## src/rtl/dmem_arbiter.sv

```systemverilog
`default_nettype none
// +--------------------------------------------------------------------------+
// | Module   : dmem_arbiter                                                  |
// | Purpose  : shares the data memory port between the cpu MEM stage and an  |
// |            ext loader/debug requester; fixed-latency access sequencing.  |
// | Revision : 1.0 - initial release                                         |
// +--------------------------------------------------------------------------+
module dmem_arbiter #(
  parameter int ADDR_W     = 64,
  parameter int DATA_W     = 64,
  parameter int MEM_LAT    = 2,
  parameter int STARVE_MAX = 4
) (
  input  logic              clk,
  input  logic              rst_n,
  input  logic              cpu_req,
  input  logic              cpu_we,
  input  logic [ADDR_W-1:0] cpu_addr,
  input  logic [DATA_W-1:0] cpu_wdata,
  output logic [DATA_W-1:0] cpu_rdata,
  output logic              cpu_done,
  output logic              cpu_stall,
  input  logic              ext_req,
  input  logic              ext_we,
  input  logic [ADDR_W-1:0] ext_addr,
  input  logic [DATA_W-1:0] ext_wdata,
  output logic [DATA_W-1:0] ext_rdata,
  output logic              ext_done,
  output logic              mem_en,
  output logic              mem_we,
  output logic [ADDR_W-1:0] mem_addr,
  output logic [DATA_W-1:0] mem_wdata,
  input  logic [DATA_W-1:0] mem_rdata
);

  typedef enum logic [1:0] {
    S_IDLE  = 2'd0,
    S_ISSUE = 2'd1,
    S_WAIT  = 2'd2,
    S_DONE  = 2'd3
  } state_t;

  localparam logic [3:0] c_lat_load   = 4'(MEM_LAT - 1);
  localparam logic [3:0] c_starve_max = 4'(STARVE_MAX);

  state_t            r_state;
  state_t            w_state_next;
  logic [3:0]        r_lat_cnt;
  logic [3:0]        r_starve_cnt;
  logic              r_owner;   // 0 = cpu, 1 = ext
  logic              r_we;
  logic [ADDR_W-1:0] r_addr;
  logic [DATA_W-1:0] r_wdata;
  logic [DATA_W-1:0] r_cpu_rdata;
  logic [DATA_W-1:0] r_ext_rdata;
  logic              w_grant;
  logic              w_grant_ext;
  logic              w_capture;

  assign w_grant     = cpu_req | ext_req;
  assign w_grant_ext = ext_req & (~cpu_req | (r_starve_cnt == c_starve_max));

  always_ff @(posedge clk or negedge rst_n) begin
    if (!rst_n) begin
      r_state <= S_IDLE;
    end else begin
      r_state <= w_state_next;
    end
  end

  always_comb begin
    w_state_next = r_state;
    w_capture    = 1'b0;
    mem_en       = 1'b0;
    mem_we       = 1'b0;
    cpu_done     = 1'b0;
    ext_done     = 1'b0;
    case (r_state)
      S_IDLE: begin
        if (w_grant) begin
          w_state_next = S_ISSUE;
        end
      end
      S_ISSUE: begin
        mem_en = 1'b1;
        mem_we = r_we;
        if (MEM_LAT == 1) begin
          w_capture    = 1'b1;
          w_state_next = S_DONE;
        end else begin
          w_state_next = S_WAIT;
        end
      end
      S_WAIT: begin
        // lat_cnt reaches zero on this edge, which is when mem_rdata is valid
        if (r_lat_cnt == 4'd1) begin
          w_capture    = 1'b1;
          w_state_next = S_DONE;
        end
      end
      S_DONE: begin
        cpu_done     = ~r_owner;
        ext_done     = r_owner;
        w_state_next = S_IDLE;
      end
      default: w_state_next = S_IDLE;
    endcase
  end

  always_ff @(posedge clk or negedge rst_n) begin
    if (!rst_n) begin
      r_lat_cnt    <= '0;
      r_starve_cnt <= '0;
      r_owner      <= 1'b0;
      r_we         <= 1'b0;
      r_addr       <= '0;
      r_wdata      <= '0;
      r_cpu_rdata  <= '0;
      r_ext_rdata  <= '0;
    end else begin
      case (r_state)
        S_IDLE: begin
          if (w_grant) begin
            r_owner <= w_grant_ext;
            if (w_grant_ext) begin
              r_we         <= ext_we;
              r_addr       <= ext_addr;
              r_wdata      <= ext_wdata;
              r_starve_cnt <= '0;
            end else begin
              r_we    <= cpu_we;
              r_addr  <= cpu_addr;
              r_wdata <= cpu_wdata;
              if (!ext_req) begin
                r_starve_cnt <= '0;
              end else if (r_starve_cnt != c_starve_max) begin
                r_starve_cnt <= r_starve_cnt + 4'd1;
              end
            end
          end
        end
        S_ISSUE: r_lat_cnt <= c_lat_load;
        S_WAIT:  r_lat_cnt <= r_lat_cnt - 4'd1;
        default: ;
      endcase
      if (w_capture && !r_we) begin
        if (r_owner) begin
          r_ext_rdata <= mem_rdata;
        end else begin
          r_cpu_rdata <= mem_rdata;
        end
      end
    end
  end

  assign mem_addr  = r_addr;
  assign mem_wdata = r_wdata;
  assign cpu_rdata = r_cpu_rdata;
  assign ext_rdata = r_ext_rdata;
  assign cpu_stall = cpu_req & ~cpu_done;

endmodule
`default_nettype wire

```

## config.mk

```make
export PLATFORM = sky130hd
export DESIGN_NAME = dmem_arbiter
export DESIGN_NICKNAME = d
export VERILOG_FILES = /design/src/rtl/dmem_arbiter.sv
export SDC_FILE = /design/constraint.sdc
export NUM_CORES = 1
export LEC_CHECK = 0
export CAP_MARGIN = 20
export CELL_PAD_IN_SITES_DETAIL_PLACEMENT = 1
export CELL_PAD_IN_SITES_GLOBAL_PLACEMENT = 1
export CORE_AREA = 2 2 225 227
export DETAILED_ROUTE_END_ITERATION = 12
export DIE_AREA = 0 0 227 229
export PLACE_DENSITY_LB_ADDON = 0.1
export SYNTH_ARGS = -nofsm -noshare
export SYNTH_HDL_FRONTEND = slang
export SYNTH_SLANG_ARGS = --single-unit
```

## constraint.sdc

```tcl
create_clock -name clk -period 3.2 [get_ports clk]
set_input_delay 0.48 -clock clk [delete_from_list [all_inputs] [get_ports clk]]
set_output_delay 0.48 -clock clk [all_outputs]
set_load 0.01 [all_outputs]
```

==> key figures <==
Outcome
  – Outcome: finished, final reports clean

Critical path
  – CP endpoint kind: output pin
  – Worst Setup SP: r_state[0]
  – Slowest-stage cell, CP: clkdlybuf4s50_1
  – Crit start category: register
  – FF-to-FF path depth: 6
  – Critical path capture point: cpu_stall
  – Buf+Inv Stages, Crit Path: 1
  – WP depth: 4
  – Crit path cell chain: ha_1 -> nor2b_1 -> nor2_1 -> clkdlybuf4s50_1
  – WP data required: 2.72 ns
  – Crit Path Max Fanout: 4
  – Kind of cell adding the most delay to the critical path: buffers and inverters
  – R2R setup slack: 0.74 ns
  – WS Path Type: reg -> out
  – Crit path DAT: 2.00 ns
  – FF-to-FF End: ext_rdata[52]
  – Crit-path max cell delay: 0.57 ns
  – Worst R2R Start: r_state[0]

GRT
  – M2 GR Usage: 33.6%
  – Overall Global Routing Usage: 20.5%
  – Total gr overflow: 0
  – Initial antenna violation count: 21
  – GR peak layer: met2
  – Met1 Usage GRT: 24.2%
  – Number of global-route vias before repair: 11800
  – Global-route wire length before repair: 80100 um
  – Met3 usage: 9.58%
  – Pin count of the biggest net entering global routing: 129

Clock network
  – Skew-Pair Late Insertion Delay: 0.54 ns
  – Num CTS Buffers: 36
  – Clock tree buffer depth: 3
  – Setup Fix Bufs, Post-CTS: 0
  – CTS tree: done
  – H-tree depth: 2
  – CTS Sinks: 268
  – CTS Root Buffer Type: clkbuf_16
  – Clock-pin slew on the worst setup and hold paths: 0.05 ns

Drt
  – DR WL/cell: 23.5 um
  – Routed wire length: 54700 um
  – Starting DRT DRC Count: 434
  – Drt pass-1 iters: 4
  – Detailed-route DRC error count: 0
  – Final ANT Viol Nets: 0
  – Routed via count: 11000
  – DR vias/cell: 4.73

STA
  – TNS Setup: 0 ns
  – Clk_skew: 0.0124 ns
  – Max-slew headroom: 49.6%
  – Fmax: 404 MHz
  – Setup violations, final: 0
  – RSZ-0062 raised after global routing: no
  – Max Slew Vio Count: 0
  – Worst-Margin Slew: 0.757 ns
  – Fin. Hold Viols: 0
  – Final min period: 2.48 ns
  – Final period utilization: 77.4%

Floorplan
  – Row cnt: 82
  – Top Ports: 587
  – Die Wd: 227 um
  – Y dimension of the die: 229 um
  – Initial core utilization: 24.3%
  – Core footprint: 49700 um^2
  – Die area: 52000 um^2

Synthesis
  – Yosys cell types: 40
  – Syn_nets: 1407
  – Post-Syn Area: 12100 um^2
  – Cells after synthesis: 1073
  – Synth Warn #: 0
  – Post-synth EDFFs: 0
  – Sequential-to-total area share from yosys stat: 55.6%
  – Top FF cell, synth: dfrtp_1
  – Mean Syn Cell Area: 11.2 um^2
  – Number of synthesized register bits: 268
  – Post-synth ARST share: 100%

Final layout
  – Area grow syn2layout: 64.4%
  – Commonest non-fill, non-tap cell in the layout: clkdlybuf4s50_1
  – Layout cells sized above 1: 12.9%
  – Nets: 1953
  – Commonest non-fill, non-tap cells in the layout: clkdlybuf4s50_1 (584), dfrtp_1 (268), nand2_1 (262)

Min path
  – Hold Crit Class: in -> reg

Place
  – GP Congestion: 0.767
  – Buffers on Ports: 586
  – HPWL after DPL: 38200 um

Power and ir drop
  – Leak: 8.00 nW
  – Pwr/cell area: 972 nW/um^2
  – Pwr Total: 19.3 mW
  – Worst VDD drop: 0.385 mV

Flow run
  – Maxcap violations: 0
state kept, by name (all words and copies together), names as in the netlist:
register / cells
cpu_rdata: 64
ext_rdata: 64
mem_addr: 64
mem_wdata: 64
r_lat_cnt: 4
r_owner: 1
r_starve_cnt: 4
r_state: 2
r_we: 1
worst min path at each step:
stage          slack [ns]  cells past startpoint          start             to
2_1_floorplan        0.18                      0          rst_n   cpu_rdata[0]
6_report             0.35                      3        cpu_req   mem_addr[12]
5_1_grt              0.34                      3        cpu_req   mem_addr[12]
3_5_place_dp         0.48                      1  cpu_rdata[39]  cpu_rdata[39]
3_3_place_gp         0.47                      1   cpu_rdata[9]   cpu_rdata[9]
4_1_cts              0.31                      3        cpu_req   mem_addr[12]
layer usage:
layer	routed length (um)	part of all wire [%]	vias to the layer above
li1	-	-	4977
met1	21800	40	5506
met2	25700	47	398
met3	5960	11	84
met4	1140	2.1	24
met5	130	0.24	-
stage by stage:
stage	utilization (%)	cells	worst slack, ns	cell area [um^2]	hold slack, ns
detailed placement	37.5	2252	0.749	18600	0.478
finish	39.9	2324	0.724	19800	0.347
CTS	39.9	2314	0.672	19800	0.311
floorplan	-	1073	1.23	12100	0.184
global route	39.9	2318	0.662	19800	0.345
global placement	37.5	2252	0.767	18600	0.471
cells in the mapped netlist, types with 2 or more instances:
library cell    n  area share, %
buf_1           7           0.22
mux2_1          5           0.47
nand3b_1        2           0.12
nor2_1          4           0.12
dfrtp_1       268             56
o21ai_0         5           0.21
inv_1           9           0.28
nand3_1         2          0.083
mux2_2         65            6.1
o211ai_1      129            8.0
and2_1          3           0.16
clkbuf_1       66            2.1
mux2_4         60            7.5
nand4_1       129            6.7
nand2_1       262            8.2
ha_1            8           0.83
buf_2          20           0.83
buf_12          6            1.0
o21ai_1         2          0.083
logic make-up after synthesis:
family	synth area share, %
multiplexers	14.1
buffers and inverters	4.47
AND/OR/NAND/NOR	16.1
adder cells (fa/ha/maj)	0.830
flip-flops	55.6
AO/OA/AOI/OAI	8.92
repair_timing:
item                      CTS  global route
resized for setup           0             0
hold buffers                1             0
hold endpoints to repair   71             0
report_power, final:
part           internal (mW)  switching, mW
registers               5.06          0.923
clock network           2.48           1.58
logic                   5.01           4.22
cell type report:
cell class | count | area (um^2)
fillers | 5500 | 29800
flip-flops and latches | 268 | 6710
repair buffers | 608 | 6190
multi-input cells | 696 | 4860
clock buffers | 53 | 1080
well taps | 672 | 841
clock inverters | 8 | 97.6
inverters | 9 | 33.8
diodes | 10 | 25.0
worst register-to-register path, cell delays in order (launching register included):
cell and delay [ns]:
dfrtp_1 0.41, inv_1 0.14, ha_1 0.30, nand4bb_2 0.19, or3b_4 0.63, buf_12 0.30
mux2_4 0.39
Power figures use the tool's default switching activity.
